### config.mk
export PLATFORM = sky130hd
export DESIGN_NAME = flag_register
export DESIGN_NICKNAME = d
export VERILOG_FILES = /design/src/rtl/flag_register.sv
export SDC_FILE = /design/constraint.sdc
export NUM_CORES = 1
export LEC_CHECK = 0
export BUFFER_PORTS_ARGS = -buffer_cell sky130_fd_sc_hd__buf_2
export CAP_MARGIN = 40
export CORE_MARGIN = 2
export CORE_UTILIZATION = 51
export DETAILED_ROUTE_END_ITERATION = 8
export PLACE_DENSITY = 0.89
export SYNTH_ARGS = -nofsm -noshare
export SYNTH_HDL_FRONTEND = slang
export SYNTH_SLANG_ARGS = --single-unit
### constraint.sdc
create_clock -name clk -period 5 [get_ports clk]
set_clock_uncertainty 0.05 [all_clocks]
set_input_delay 1 -clock clk [delete_from_list [all_inputs] [get_ports clk]]
set_output_delay 1 -clock clk [all_outputs]
set_load 0.05 [all_outputs]
### src/rtl/flag_register.sv
// Z/N/C condition-code register with branch consume and a LIFO of snapshots for interrupt save/restore.
// Latency 1 cycle (all outputs registered); en=0 stalls every piece of state.
module flag_register #(
    parameter int WIDTH = 16,
    parameter int DEPTH = 4
) (
    input  logic             clk,
    input  logic             rst,
    input  logic             en,
    input  logic             alu_valid,
    input  logic [WIDTH-1:0] alu_result,
    input  logic             alu_carry,
    input  logic [2:0]       flag_we,
    input  logic             setc,
    input  logic             clrc,
    input  logic             br_valid,
    input  logic             br_taken,
    input  logic [2:0]       branch,
    input  logic             save,
    input  logic             restore,
    output logic             z,
    output logic             n,
    output logic             c,
    output logic             stack_empty,
    output logic             stack_full,
    output logic             stack_err
);

    localparam int CW = $clog2(DEPTH + 1);
    localparam int IW = (DEPTH > 1) ? $clog2(DEPTH) : 1;

    localparam logic [2:0] BR_JZ = 3'b101;
    localparam logic [2:0] BR_JN = 3'b110;
    localparam logic [2:0] BR_JC = 3'b111;

    // Flag vectors and stack entries are packed as {c, n, z}.
    logic [2:0]    flags_q, flags_d;
    logic [2:0]    upd_flags;
    logic [CW-1:0] cnt_q, cnt_d;
    logic          err_q, err_d;
    logic [2:0]    stack_q [DEPTH];

    logic          empty, full;
    logic          push, pop;
    logic          save_only, restore_only;
    logic [IW-1:0] push_idx, top_idx;

    assign empty        = (cnt_q == '0);
    assign full         = (cnt_q == CW'(DEPTH));
    assign push_idx     = IW'(cnt_q);
    assign top_idx      = IW'(cnt_q - CW'(1));
    assign save_only    = save && !restore;
    assign restore_only = restore && !save;

    always_comb begin
        upd_flags = flags_q;
        flags_d   = flags_q;
        cnt_d     = cnt_q;
        err_d     = err_q;
        push      = 1'b0;
        pop       = 1'b0;

        if (en) begin
            if (br_valid && br_taken) begin
                case (branch)
                    BR_JZ:   upd_flags[0] = 1'b0;
                    BR_JN:   upd_flags[1] = 1'b0;
                    BR_JC:   upd_flags[2] = 1'b0;
                    default: ;
                endcase
            end

            // ALU write follows consume so a same-cycle write of a consumed flag wins.
            if (alu_valid) begin
                if (flag_we[0]) upd_flags[0] = (alu_result == '0);
                if (flag_we[1]) upd_flags[1] = alu_result[WIDTH-1];
                if (flag_we[2]) upd_flags[2] = alu_carry;
            end

            if (setc && !clrc) begin
                upd_flags[2] = 1'b1;
            end else if (clrc && !setc) begin
                upd_flags[2] = 1'b0;
            end

            pop  = restore_only && !empty;
            push = save_only && !full;

            if ((save && restore) || (restore_only && empty) || (save_only && full)) begin
                err_d = 1'b1;
            end

            flags_d = pop ? stack_q[top_idx] : upd_flags;

            if (pop) begin
                cnt_d = cnt_q - CW'(1);
            end else if (push) begin
                cnt_d = cnt_q + CW'(1);
            end
        end
    end

    always_ff @(posedge clk) begin
        if (rst) begin
            flags_q <= 3'b000;
            cnt_q   <= '0;
            err_q   <= 1'b0;
        end else begin
            flags_q <= flags_d;
            cnt_q   <= cnt_d;
            err_q   <= err_d;
        end
    end

    // Snapshot storage needs no reset; the count alone defines which entries are live.
    always_ff @(posedge clk) begin
        if (!rst && push) begin
            stack_q[push_idx] <= flags_q;
        end
    end

    assign z           = flags_q[0];
    assign n           = flags_q[1];
    assign c           = flags_q[2];
    assign stack_empty = empty;
    assign stack_full  = full;
    assign stack_err   = err_q;

endmodule

# After elaboration in Yosys (flattened, before gate mapping)
# Memory sizes are Yosys's and may differ from the RTL's.
# Cells that the tools add are included.
# totals
regBits	7
latch_bits	0
ram_bits	12
rom_bits	0
in_bits	33
out_inout_bits	6
word_cells	51
mem_count	1
# classes
n_addsub	2
mul	0
div	0
magnitude_cmp	0
n_eq_ne	4
n_shift	0
muxes	16
bitwise_logic	0
reduce_logical	25
# mem_list
memory	depth	width	rd	rd_ports_with_merged_regs	write_ports	line	rtl
stack_q	4	3	1	0	1	41	logic [2:0] stack_q [DEPTH];
# ops
cell	count
$logic_not A16 Y1	1
$mux W3	5
$eq A3 B3 Y1 const B	4
$logic_and A1 B1 Y1	11
$mux W1	11
$logic_not A1 Y1	7
$reduce_and A2 Y1	2
$add A3 B1 Y3 const B	1
$logic_not A3 Y1	1
$sub A3 B1 Y3 const B	1
$logic_or A1 B1 Y1	2
$reduce_bool A2 Y1	1

# Depth between registers and ports, before layout
# depth
depth_word	8
depth_mapped	8
ltp_nobuf	7

# Worst setup path after synthesis
# OpenSTA, ideal clock, no wires.
# synth_timing
path_kind	reg2out
start	reg cnt_q[0]
end	out stack_full
t_arrival_ns	1.237
required_time_ns	3.950
slack_ns	2.713
path_stages_with_launch	5
n_path_buf	1
cell_sequence	dfxtp_1 -> buf_2 -> inv_1 -> ha_1 -> and2_1
# synth_between
elab_chain_cells	1
# synth_lines
element	line	rtl
start, declared	39	logic [CW-1:0] cnt_q, cnt_d;
start signal, assigned	110	cnt_q <= cnt_d;
$eq A3 B3 Y1	49	assign full = (cnt_q == CW'(DEPTH));
end, declared	25	output logic stack_full,
# Every way passes these cells.

# Final worst setup path
# layout_timing
start	reg cnt_q[0]
end	out stack_empty
# layout_between
elab_chain_cells	1
# layout_lines
element	line	rtl
$logic_not A3 Y1	48	assign empty = (cnt_q == '0);
end, declared	24	output logic stack_empty,
# Every way passes these cells.

==> flow_metrics.tcl <==
set metrics [dict create \
    min_period_ns 2.76 \
    synth_seq_cells 19 \
    total_grt_usage 0.206 \
    critical_path.max_fanout 7 \
    hold_viol 0 \
    synthesis.yosys.warnings 0 \
    drt_pre_antenna_iters 4 \
    clock_network_latency_to_the_later_pin_of_the_worst_skew_pair_ns 0.30 \
    post-route-util 0.656 \
    outcome "finished, final reports clean" \
    layout_overhead_on_the_synthesized_area_pct 22.4 \
    cp-start-kind "flip-flop" \
    share_of_flip_flops_with_an_asynchronous_set_or_reset 0 \
    min_path_type "reg -> reg" \
    post_drt_via_cell_ratio 5.38 \
    largest_net_degree_at_the_start_of_global_routing 12 \
    numCtsBuffers 3 \
    placed_cell_area_um2 1260 \
    largest_area_contributor_in_the_netlist "sky130_fd_sc_hd__edfxtp_1" \
    vdd_ir_drop_max_uv 170 \
    timing.fmax_mhz 363 \
    synth.top_cell.area_share 0.343 \
    dieWidth_um 49.4 \
    crit_end_category "output port" \
    power.leakage_nw 0.535 \
    final_nets 174 \
    cts_root_buf "sky130_fd_sc_hd__clkbuf_4" \
    drt-initial-drc-count 18 \
    hold_slack_final_ns 0.440 \
    first_global_vias 829 \
    mappedNetlistArea_um2 1050 \
    wl_per_cell_um 14.9 \
    timing.max_cap.violations 0 \
    cts_resized 0 \
    detail-route-antenna-nets 0 \
    core-area_um2 1960 \
    critical_path_required_ns 3.95 \
    routed_wl_mm 2.42 \
    grt_setup_unrepaired "false" \
    final_min_period_over_clock_period 0.552 \
    tritoncts_clock_tree "done" \
    gp_congestion 0.759 \
    power.density_nw_per_um2 251 \
    antenna_found_initial 0 \
    die_area_um2 2440 \
    cts_hold_repair.buffers 0 \
    tightestPinTransition_ns 0.459 \
    syn-num-nets 133 \
    post_synth_main_area_contributors "sky130_fd_sc_hd__edfxtp_1, sky130_fd_sc_hd__dfxtp_1, sky130_fd_sc_hd__mux4_2, sky130_fd_sc_hd__ha_1, sky130_fd_sc_hd__nand3_1" \
    ctsLongestPathBuffers 2 \
    grt_first_pass_wirelength_mm 3.81 \
    die_boundary_height_um 49.4 \
    layout.cell_area.non_filler_um2 1290 \
    globalRoute.totalOverflow 0 \
    cts.clk_slew.worst_paths_ns 0.11 \
    dp_hpwl_mm 1.95 \
    syn_area_per_cell_um2 11.1 \
    setup-tns-final_ns 0 \
    count_of_pins_over_their_slew_limit 0 \
    timing.hold.worst_path_depth 2 \
    worst_ep_arrival_time_ns 1.71 \
    synth_cells 95 \
    diodes 0 \
    residual_drc_count 0 \
    max-slew-margin-rel 0.691 \
    register_to_register_path_depth 5 \
    layout-drive-gt1-share 0.378 \
    clock_tree.htree_level_count 1 \
    post-layout-total-power_uw 322 \
    placement.io_buffers 38 \
    timing.setup.critical_path_class "reg -> out" \
    synth_seq_area_share 0.476 \
    routed-via-count 871 \
    clock_sinks 19 \
    synthFlopType "sky130_fd_sc_hd__edfxtp_1" \
    cts_post_setup_buffers_inserted 0 \
    post_synth_num_cell_types 34 \
    rows 16 \
    setup_violations 0 \
    synth_enable_flop_cells 12 \
    boundaryPins 39 \
    start_util 0.536 \
]
==> layout by cell type (no fill, tap or decap), drive strengths merged, types with 3 or more instances in the layout <==
cell / synthesis / routed
nor2: 5 / 5
nand2: 7 / 7
nor4: 4 / 4
mux4: 3 / 3
buf: 2 / 38
o21ai: 3 / 3
nand2b: 3 / 3
clkbuf: 0 / 3
and2: 5 / 5
ha: 5 / 5
edfxtp: 12 / 12
nand3: 7 / 7
a21oi: 3 / 3
dfxtp: 7 / 7
inv: 7 / 7
==> logic make-up after synthesis <==
logic type	after synthesis	share of synthesized area
muxes	4	0.0750
DFF	19	0.476
and+or+nand+nor	35	0.175
xor gates and xnor gates	4	0.0333
buffers and inverters	9	0.0405
adders and majority gates	5	0.0595
AOI/OAI and AO/OA	19	0.140
==> path summary, 6_finish.rpt <==
path	start	end	slack, ns
worst max-delay path	cnt_q[0]$_SDFFE_PP0P_	stack_empty	2.24
worst min-delay path	stack_err$_SDFFE_PP0P_	stack_err$_SDFFE_PP0P_	0.44
worst max register to register	cnt_q[0]$_SDFFE_PP0P_	stack_q[3][1]$_DFFE_PP_	2.82
worst min register to register	stack_err$_SDFFE_PP0P_	stack_err$_SDFFE_PP0P_	0.44
==> layer usage <==
metal | global-route usage | vias up | share of wire
li1 | - | 437 | -
met1 | 0.256 | 415 | 0.42
met2 | 0.367 | 17 | 0.54
met3 | 0.0399 | 2 | 0.030
met4 | 0.0509 | 0 | 0.0033
met5 | 0 | - | 0
==> sequential cells by signal, indices dropped and copies added (netlist names) <==
name       count
flags_q        3
stack_q       12
stack_err      1
cnt_q          3
==> worst max-delay path: stages, from the launching register on <==
cell and delay, ns:
sky130_fd_sc_hd__dfxtp_1 0.55, sky130_fd_sc_hd__inv_1 0.14, sky130_fd_sc_hd__ha_1 0.29, sky130_fd_sc_hd__nand2b_1 0.17, sky130_fd_sc_hd__inv_1 0.05, sky130_fd_sc_hd__buf_2 0.20
==> stage by stage <==
step	setup slack, ns	cells
2_1_floorplan	2.71	95
3_3_place_gp	2.64	158
3_5_place_dp	2.57	158
4_1_cts	2.23	162
5_1_grt	2.10	162
6_report	2.24	162
==> power by group <==
group	leakage, nW	internal (mW)	total (mW)	switching (mW)
registers	0.166	0.171	0.177	0.00612
logic	0.352	0.0277	0.0678	0.0401
clock network	0.0177	0.0298	0.0775	0.0477
==> area by class of cell <==
class,count,area [um^2]
Fill cell,173,676
Multi-Input combinational cell,67,508
Sequential cell,19,500
Timing Repair Buffer,38,190
Tap cell,27,33.8
Inverter,7,26.3
Clock buffer,3,22.5
Clock inverter,1,5.00
==> cell usage after synthesis (2+ instances only) <==
library cell,instances
sky130_fd_sc_hd__ha_1,5
sky130_fd_sc_hd__nand2_1,7
sky130_fd_sc_hd__o211ai_1,2
sky130_fd_sc_hd__xnor2_1,2
sky130_fd_sc_hd__nor4_1,4
sky130_fd_sc_hd__nor2_1,5
sky130_fd_sc_hd__and2_1,5
sky130_fd_sc_hd__inv_1,7
sky130_fd_sc_hd__a21oi_1,3
sky130_fd_sc_hd__mux4_2,3
sky130_fd_sc_hd__nand3_1,7
sky130_fd_sc_hd__dfxtp_1,7
sky130_fd_sc_hd__o21ai_0,2
sky130_fd_sc_hd__xor2_1,2
sky130_fd_sc_hd__a211oi_1,2
sky130_fd_sc_hd__edfxtp_1,12
sky130_fd_sc_hd__nand2b_1,3
Note: power is estimated with default switching activity, not from simulation.
